**src/rtl/arb_pkg.sv**
```systemverilog
// Shared arbiter definitions: source count, one-hot select codes and helpers.
package arb_pkg;

  localparam int N_SRC = 4;

  typedef logic [N_SRC-1:0] sel_t;
  typedef logic [1:0]       idx_t;

  localparam sel_t SEL_NONE = 4'b0000;
  localparam sel_t SEL_1    = 4'b0001;
  localparam sel_t SEL_2    = 4'b0010;
  localparam sel_t SEL_3    = 4'b0100;
  localparam sel_t SEL_4    = 4'b1000;

  function automatic sel_t idx_to_sel(idx_t idx);
    return sel_t'(1) << idx;
  endfunction

endpackage

```
**src/rtl/rr_arb4_if.sv**
```systemverilog
// Request/data bus and valid/ready output stage of the four-source arbiter.
interface rr_arb4_if #(
  parameter int WIDTH = 32
);
  import arb_pkg::*;

  sel_t             req;
  logic [WIDTH-1:0] src1;
  logic [WIDTH-1:0] src2;
  logic [WIDTH-1:0] src3;
  logic [WIDTH-1:0] src4;
  sel_t             ack;
  logic             out_valid;
  logic             out_ready;
  sel_t             sel;
  logic [WIDTH-1:0] result;

  // Arbiter side.
  modport slave (
    input  req, src1, src2, src3, src4, out_ready,
    output ack, out_valid, sel, result
  );

  // Requesters plus downstream consumer side.
  modport master (
    output req, src1, src2, src3, src4, out_ready,
    input  ack, out_valid, sel, result
  );

endinterface

```
**src/rtl/rr_pick4.sv**
```systemverilog
// Rotating-priority picker: first set request scanning from ptr upward, modulo 4.
module rr_pick4
  import arb_pkg::*;
(
  input  sel_t req,
  input  idx_t ptr,
  output sel_t win,
  output idx_t win_idx
);

  logic found;
  idx_t idx;

  always_comb begin
    // NOTE: every signal written here gets a default first so no path leaves it unassigned (no latch).
    win     = SEL_NONE;
    win_idx = ptr;
    found   = 1'b0;
    idx     = ptr;
    for (int o = 0; o < N_SRC; o++) begin
      idx = ptr + idx_t'(o);
      if (!found && req[idx]) begin
        found   = 1'b1;
        win     = idx_to_sel(idx);
        win_idx = idx;
      end
    end
  end

endmodule

```
**src/rtl/tmux4_1.sv**
```systemverilog
// One-hot 4:1 multiplexer; an all-zero select yields zero.
module tmux4_1 #(
  parameter int WIDTH = 32
) (
  input  logic [3:0]       sel,
  input  logic [WIDTH-1:0] d0,
  input  logic [WIDTH-1:0] d1,
  input  logic [WIDTH-1:0] d2,
  input  logic [WIDTH-1:0] d3,
  output logic [WIDTH-1:0] y
);

  assign y = ({WIDTH{sel[0]}} & d0) |
             ({WIDTH{sel[1]}} & d1) |
             ({WIDTH{sel[2]}} & d2) |
             ({WIDTH{sel[3]}} & d3);

endmodule

```
**src/rtl/rr_arb4.sv**
```systemverilog
// Four-source round-robin arbiter feeding a registered valid/ready output stage
// whose sel tag is always one-hot or zero.
module rr_arb4
  import arb_pkg::*;
#(
  parameter int WIDTH = 32
) (
  input  logic        clk,
  input  logic        rst_n,
  rr_arb4_if.slave    bus
);

  idx_t             ptr_q,       ptr_d;
  logic             out_valid_q, out_valid_d;
  sel_t             sel_q,       sel_d;
  logic [WIDTH-1:0] result_q,    result_d;

  sel_t             win;
  idx_t             win_idx;
  logic             load;
  logic [WIDTH-1:0] mux_y;

  rr_pick4 u_pick (
    .req     (bus.req),
    .ptr     (ptr_q),
    .win     (win),
    .win_idx (win_idx)
  );

  tmux4_1 #(.WIDTH(WIDTH)) u_mux (
    .sel (win),
    .d0  (bus.src1),
    .d1  (bus.src2),
    .d2  (bus.src3),
    .d3  (bus.src4),
    .y   (mux_y)
  );

  // A capture is allowed whenever the output slot is empty or being drained.
  assign load = (|bus.req) && (!out_valid_q || bus.out_ready);

  // rst_n gates ack so no requester sees a grant while the block is held in reset.
  assign bus.ack = (load && rst_n) ? win : SEL_NONE;

  always_comb begin
    ptr_d       = ptr_q;
    out_valid_d = out_valid_q;
    sel_d       = sel_q;
    result_d    = result_q;
    if (load) begin
      out_valid_d = 1'b1;
      sel_d       = win;
      result_d    = mux_y;
      ptr_d       = win_idx + 2'd1;
    end else if (out_valid_q && bus.out_ready) begin
      out_valid_d = 1'b0;
      sel_d       = SEL_NONE;
    end
  end

  always_ff @(posedge clk or negedge rst_n) begin
    // NOTE: state registers use non-blocking assignment so every flop samples pre-edge values.
    if (!rst_n) begin
      ptr_q       <= '0;
      out_valid_q <= 1'b0;
      sel_q       <= SEL_NONE;
      result_q    <= '0;
    end else begin
      ptr_q       <= ptr_d;
      out_valid_q <= out_valid_d;
      sel_q       <= sel_d;
      result_q    <= result_d;
    end
  end

  assign bus.out_valid = out_valid_q;
  assign bus.sel       = sel_q;
  assign bus.result    = result_q;

endmodule

```
**src/flat_wrapper.sv**
```systemverilog
// flat-port wrapper written by rule: the top's interface ports become plain ports
module rr_arb4_flat import arb_pkg::*;
#(
  parameter int WIDTH = 32
)
  (clk, rst_n, bus_req, bus_src1, bus_src2, bus_src3, bus_src4, bus_out_ready, bus_ack, bus_out_valid, bus_sel, bus_result);
  rr_arb4_if #(.WIDTH(WIDTH)) bus_i ();
  input  logic clk;
  input  logic rst_n;
  input wire logic [$bits(bus_i.req)-1:0] bus_req;
  input wire logic [$bits(bus_i.src1)-1:0] bus_src1;
  input wire logic [$bits(bus_i.src2)-1:0] bus_src2;
  input wire logic [$bits(bus_i.src3)-1:0] bus_src3;
  input wire logic [$bits(bus_i.src4)-1:0] bus_src4;
  input wire logic [$bits(bus_i.out_ready)-1:0] bus_out_ready;
  output wire logic [$bits(bus_i.ack)-1:0] bus_ack;
  output wire logic [$bits(bus_i.out_valid)-1:0] bus_out_valid;
  output wire logic [$bits(bus_i.sel)-1:0] bus_sel;
  output wire logic [$bits(bus_i.result)-1:0] bus_result;
  assign bus_i.req = bus_req;
  assign bus_i.src1 = bus_src1;
  assign bus_i.src2 = bus_src2;
  assign bus_i.src3 = bus_src3;
  assign bus_i.src4 = bus_src4;
  assign bus_i.out_ready = bus_out_ready;
  assign bus_ack = bus_i.ack;
  assign bus_out_valid = bus_i.out_valid;
  assign bus_sel = bus_i.sel;
  assign bus_result = bus_i.result;
  rr_arb4 #(.WIDTH(WIDTH)) u_core (.clk(clk), .rst_n(rst_n), .bus(bus_i));
endmodule
```
**config.mk**
```make
export PLATFORM = sky130hd
export DESIGN_NAME = rr_arb4_flat
export DESIGN_NICKNAME = d
export VERILOG_FILES = /design/src/rtl/arb_pkg.sv /design/src/rtl/rr_arb4_if.sv /design/src/rtl/rr_pick4.sv /design/src/rtl/tmux4_1.sv /design/src/rtl/rr_arb4.sv /design/src/flat_wrapper.sv
export SDC_FILE = /design/constraint.sdc
export NUM_CORES = 1
export LEC_CHECK = 0
export CAP_MARGIN = 20
export CORE_ASPECT_RATIO = 1.2
export CORE_MARGIN = 1.5
export CORE_UTILIZATION = 40
export CTS_BUF_LIST = sky130_fd_sc_hd__clkbuf_2
export CTS_CLUSTER_DIAMETER = 30
export DETAILED_ROUTE_END_ITERATION = 10
export DONT_BUFFER_PORTS = 1
export SYNTH_ARGS = -nofsm -noshare
export SYNTH_HDL_FRONTEND = slang
export SYNTH_SLANG_ARGS = --single-unit
```
**constraint.sdc**
```tcl
create_clock -name clk -period 3.14 [get_ports clk]
set_clock_uncertainty 0.1 [all_clocks]
set_input_delay 0.471 -clock clk [delete_from_list [all_inputs] [get_ports clk]]
set_output_delay 0.471 -clock clk [all_outputs]
set_load 0.05 [all_outputs]
```
==> results of run 1 <==
worst max-delay path, stage by stage (launching register included):
cell,delay [ns]
dfrtp_1,0.40
inv_2,0.06
ha_4,0.29
mux4_2,0.51
o311a_1,0.32
or2_1,0.24
a21o_1,0.17
and3_4,0.21
routing by layer:
metal	part of all wire, %	track usage [%]	vias up
met5	0	0	-
met2	51	46.8	230
li1	-	-	1704
met1	36	29.4	1877
met3	10	6.99	37
met4	2.4	12.7	0
path summary, 6_finish.rpt:
path / from / to / cells after the start
hold / removal: bus_src1[27] / u_core.bus.result[27]$_DFFE_PN0P_ / 2
setup / recovery: u_core.ptr_q[1]$_DFFE_PN0P_ / bus_ack[0] / 7
setup reg to reg: u_core.ptr_q[1]$_DFFE_PN0P_ / u_core.bus.result[16]$_DFFE_PN0P_ / 10
max in group asynchronous: rst_n / u_core.bus.result[5]$_DFFE_PN0P_ / 2
min in group asynchronous: rst_n / u_core.bus.result[27]$_DFFE_PN0P_ / 2
hold reg to reg: u_core.ptr_q[1]$_DFFE_PN0P_ / u_core.ptr_q[1]$_DFFE_PN0P_ / 2
logic make-up after synthesis:
| family | Yosys count | synth area share (%) |
|---|---|---|
| AOI/OAI and AO/OA | 235 | 46.4 |
| DFF | 39 | 27.6 |
| buffers and inverters | 54 | 7.53 |
| adders and majority gates | 5 | 1.77 |
| xor gates and xnor gates | 1 | 0.248 |
| muxes | 12 | 4.38 |
| and+or+nand+nor | 95 | 12.1 |
registers in the layout, indices dropped and copies added (netlist names):
name,count
u_core.bus.sel,4
u_core.ptr_q,2
u_core.bus.result,32
u_core.bus.out_valid,1
area by class of cell:
type | instances | area (um^2)
Sequential cell | 39 | 976
Tap cell | 117 | 146
Fill cell | 886 | 4770
Clock inverter | 3 | 38.8
Clock buffer | 5 | 25.0
Inverter | 5 | 18.8
Multi-Input combinational cell | 348 | 2360
Timing Repair Buffer | 26 | 230
power by group through the flow:
stage | Clock, W | Sequential [W] | Combinational, W
after floorplan | 0 | 0.00165 | 0.00243
after global placement | 0 | 0.00171 | 0.00304
after detailed placement | 0 | 0.00172 | 0.00309
after CTS | 0.000329 | 0.00171 | 0.00321
after global routing | 0.000344 | 0.00174 | 0.00352
final | 0.000318 | 0.00170 | 0.00325
Yosys cell counts (5+ instances only):
library cell  instances  area (um^2)
a21oi_1              52          260
nand2b_1              6         37.5
a221oi_1             28          245
a22o_1               23          201
nor2_1               43          161
clkbuf_1             27          101
dfrtp_1              39          976
mux2i_1               5         50.1
a31oi_1              33          206
o21ai_0              23          115
nand2_1              27          101
a22oi_1              60          450
buf_6                 5         56.3
buf_2                14         70.1
ha_1                  5         62.6
timing repair:
item,CTS,global route
hold buffers,2,0
endpoints found under the setup margin,4,4
pin swaps,9,0
hold endpoints to repair,39,0
buffers inserted,3,0
resized for setup,7,0
through the flow:
| step | hold WS (ns) | setup TNS, ns | power [W] | setup WS, ns | std cells |
|---|---|---|---|---|---|
| 6_report | 0.0640 | -0.0208 | 0.00527 | -0.0208 | 543 |
| 5_1_grt | 0.0333 | -0.527 | 0.00560 | -0.167 | 543 |
| 4_1_cts | 0.0441 | -0.179 | 0.00525 | -0.0512 | 543 |
| 3_5_place_dp | 0.0764 | 0 | 0.00481 | 0.147 | 530 |
| 3_3_place_gp | 0.0768 | 0 | 0.00475 | 0.182 | 530 |
| 2_1_floorplan | 0.0754 | -0.0356 | 0.00408 | -0.0356 | 441 |
==> out/results.ini, run 1 <==
[die]
coreArea_um2=8560
pin_count=176
die_w_um=88.9
initial_core_util_pct=41.3
die_h_um=106
rows=37
dieArea_um2=9420

[global_route]
grt_usage_pct=26.8
grt_overflow_total=0
grt_max_degree=40
grt_pass1_vias=4048
antenna_found_initial=0
grt_pass1_wl_um=19900

[sta]
finalCritPeriodShare_pct=101
timing.final.ws_setup_ns=-0.0208
drv_slew=0
hold_viol_final=0
max_slew.worst_pin.slew_ns=0.711
slew_headroom_pct=52.5
post-route-min-period_ns=3.16
rsz0062_at_grt=true
finalSetupViolations=1
fmax_mhz=316

[power]
p_sw_share_pct=58.7
power_density_nw_per_um2=1390
p_switching_w=0.00310
seqPwrFrac_pct=32.3
p_leak_nw=1.36
p_int_w=0.00218
peakVddDrop_v=0.000549
comb_power_share_pct=61.7
pwr-share-clk_pct=6.0

[detailed_routing]
drc=0
routed_via_density=7.09
wl_um=13100
drt_pass1_iterations=6
vias=3848
wl_per_cell_um=24.1
first_iter_violations=344
ant_nets=0

[critical_path]
r2r_setup_slack_ns=0.39
crit_arrival_ns=2.59
cp-start-kind=register
critPathMaxFanout=6
cp.required_ns=2.57
worst_setup_path_end_kind=output port
worst-setup-path-type=register to output port

[synth]
ys_seq_elements=39
syn_area_per_cell_um2=8.02
ys_seq_area_share_pct=27.6
synth_edf_count=0
synthCells=441
syn_area_um2=3540
syn_nets=581
synthArstFlopShare_pct=100
yosysUniqueCellTypes=46
yosys_warnings=0
synth_flop_cell=dfrtp_1

[clock_network]
cts_sinks=39
clock_latency_ns=0.40
cts-root-buf=clkbuf_2
htree_levels=2
clk_pin_slew_ns=0.25
clockBufferDepth=2
cts_tree=yes
numCtsBuffers=5

[run_status]
status=finished, violations left
violations=setup timing

[placement]
place_area_um2=3630
gp_congestion=0.907
portBuffers=0
dpl.hpwl_um=8730

[job]
cap_violations=0

[cells_and_area]
finish.utilization_pct=44.3
num_antenna_cells=0
area_delta_synth_final_pct=7.18
final_cell_mix=a22oi_1, a21oi_1, nor2_1, dfrtp_1, a31oi_1
fin_nets=565
final_common_cell=a22oi_1
design_area_um2=3790
drive_gt1_share_pct=13.1

[worst_hold_path]
min_path_type=input port to register

(Power assumes the default switching activity.)
==> run 2: changes to the inputs <==
Settings changed: SETUP_SLACK_MARGIN set to 0.15.
==> run 2 against run 1 <==
  * The run still ends with setup timing left
  * Cell area increased by 4.5%
  * Non-clock buffer count is 10 higher
  * Sequential power about the same
  * Maximum frequency decreased by 1.6%
  * Setup slack worse by 0.051 ns
  * Die area did not move
  * Largest cell class unchanged
  * Critical path type unchanged
  * First-iteration DRC count grew 12%
  * Critical endpoint unchanged
  * Sequential share of layout area is 1.1 points lower
==> out/results.ini, run 2 (same netlist as run 1, synthesis figures left out) <==
[clock_network]
numCtsBuffers=5  ; unchanged
cts-root-buf=clkbuf_2
clk_pin_slew_ns=0.23  ; -0.02 ns
cts_sinks=39  ; unchanged
clock_latency_ns=0.38  ; -0.02 ns
htree_levels=2  ; unchanged
clockBufferDepth=2  ; unchanged
cts_tree=yes

[detailed_routing]
vias=3980  ; +3.4%
drt_pass1_iterations=6  ; unchanged
first_iter_violations=385  ; +12%
ant_nets=0  ; unchanged
wl_per_cell_um=24.6  ; +1.8%
routed_via_density=7.17  ; +1.2%
wl_um=13600  ; +4.1%
drc=0  ; unchanged

[global_route]
grt_usage_pct=27.5  ; +0.73 points
grt_overflow_total=0  ; unchanged
grt_max_degree=53  ; +33%
grt_pass1_wl_um=20300  ; +2.2%
antenna_found_initial=2  ; +2
grt_pass1_vias=4096  ; +1.2%

[sta]
drv_slew=0  ; unchanged
finalSetupViolations=4  ; +3
fmax_mhz=311  ; -1.6%
finalCritPeriodShare_pct=102  ; +1.6 points
hold_viol_final=0  ; unchanged
finalSetupTns_ns=-0.205  ; -0.185 ns
slew_headroom_pct=51.3  ; -1.2 points
timing.final.ws_setup_ns=-0.0714  ; -0.0506 ns
max_slew.worst_pin.slew_ns=0.729  ; +0.0182 ns
rsz0062_at_grt=true
post-route-min-period_ns=3.21  ; +0.0506 ns
whs_ns=0.0697  ; +0.00572 ns

[cells_and_area]
largest_reg_flops=32  ; unchanged
final_common_cell=a22oi_1
drive_gt1_share_pct=16.7  ; +3.6 points
finish.utilization_pct=46.3  ; +2.0 points
design_area_um2=3960  ; +4.5%
area_delta_synth_final_pct=12.0
fin_nets=575  ; +1.8%
final_cell_mix=a22oi_1, a21oi_1, nor2_1, dfrtp_1, a31oi_1

[critical_path]
cp-start-kind=register
crit_arrival_ns=2.64  ; +0.05 ns
reg2reg_depth=12  ; +2
critPathMaxFanout=6  ; unchanged
critical_path_buf_inv_count=1  ; unchanged
worst_setup_path_end_kind=output port
critical_path.top_delay_family=multiplexers
cp.required_ns=2.57  ; about the same
cpPeakStageDelay_ns=0.51  ; about the same
cp_slowest_cell=mux4_2
path_cells=inv_6 > ha_4 > mux4_2 > o311a_1 > or2_1 > a21o_1 > and3_4
crit_cells=7  ; unchanged
worst-setup-path-type=register to output port

[die]
die_h_um=106  ; unchanged
coreArea_um2=8560  ; unchanged
dieArea_um2=9420  ; unchanged
die_w_um=88.9  ; unchanged
rows=37  ; unchanged
initial_core_util_pct=41.3  ; unchanged
pin_count=176  ; unchanged

[placement]
gp_congestion=0.863  ; -4.9%
place_area_um2=3640  ; +0.10%
dpl.hpwl_um=8780  ; +0.61%
portBuffers=0  ; unchanged

[worst_hold_path]
holdPathStages=2  ; unchanged
min_path_type=input port to register

[job]
cap_violations=0  ; unchanged

[run_status]
violations=setup timing
status=finished, violations left

[power]
p_leak_nw=1.44  ; +5.4%
power_density_nw_per_um2=1420  ; +2.2%
peakVddDrop_v=0.000673  ; +23%

==> run 2: cell count changes in the layout (fill, tap and decap cells not counted), moves of 2 or more <==
cell,delta
buf_6,+3
buf_4,+7
diode_2,+2
mux2_4,+2
a221oi_2,+6
a221oi_1,-7
mux2_2,-2
==> run 2: cell type report <==
cell class / instances / area (um^2)
clock buffers: 5 / 25.0
diodes: 2 / 5.00
fillers: 859 / 4600
repair buffers: 36 / 309
flip-flops and latches: 39 / 976
clock inverters: 3 / 38.8
multi-input cells: 348 / 2440
inverters: 5 / 23.8
well taps: 117 / 146
==> run 2: path summary, 6_finish.rpt <==
| kind | slack [ns] | end | startpoint |
|---|---|---|---|
| min in group asynchronous | 0.38 | u_core.bus.result[16]$_DFFE_PN0P_ | rst_n |
| min | 0.07 | u_core.bus.result[11]$_DFFE_PN0P_ | bus_src1[11] |
| max reg2reg | 0.27 | u_core.bus.result[8]$_DFFE_PN0P_ | u_core.ptr_q[0]$_DFFE_PN0P_ |
| max | -0.07 | bus_ack[0] | u_core.ptr_q[0]$_DFFE_PN0P_ |
| max in group asynchronous | 2.32 | u_core.bus.result[2]$_DFFE_PN0P_ | rst_n |
| min reg2reg | 0.67 | u_core.ptr_q[1]$_DFFE_PN0P_ | u_core.ptr_q[1]$_DFFE_PN0P_ |
==> run 2: metrics by stage <==
stage,setup WS (ns),cells,power (W)
finish,-0.0714,555,0.00564
CTS,-0.174,548,0.00539
detailed placement,0.185,526,0.00484
global placement,0.230,526,0.00477
global route,-0.217,554,0.00595
floorplan,0.130,441,0.00413
==> run 2: power by group <==
group          internal [W]  switching (W)  leakage, nW
combinational       0.00154        0.00207        0.963
sequential         0.000727       0.000977        0.434
clock              0.000131       0.000183       0.0404
==> run 2: per-layer routing <==
layer  vias to the layer above  GRT usage [%]  share of wire, %
met5                         -              0                 0
met4                         0           14.1               2.9
met3                        51           7.45                10
met2                       286           48.5                51
met1                      1918           29.2                36
li1                       1725              -                 -
==> run 2: repair_timing <==
item	CTS	global route
pin swaps	12	11
gates cloned	0	0
endpoints found under the setup margin	4	4
resized for setup	5	13
setup buffers	12	5
hold endpoints to repair	39	0
hold buffers	2	0
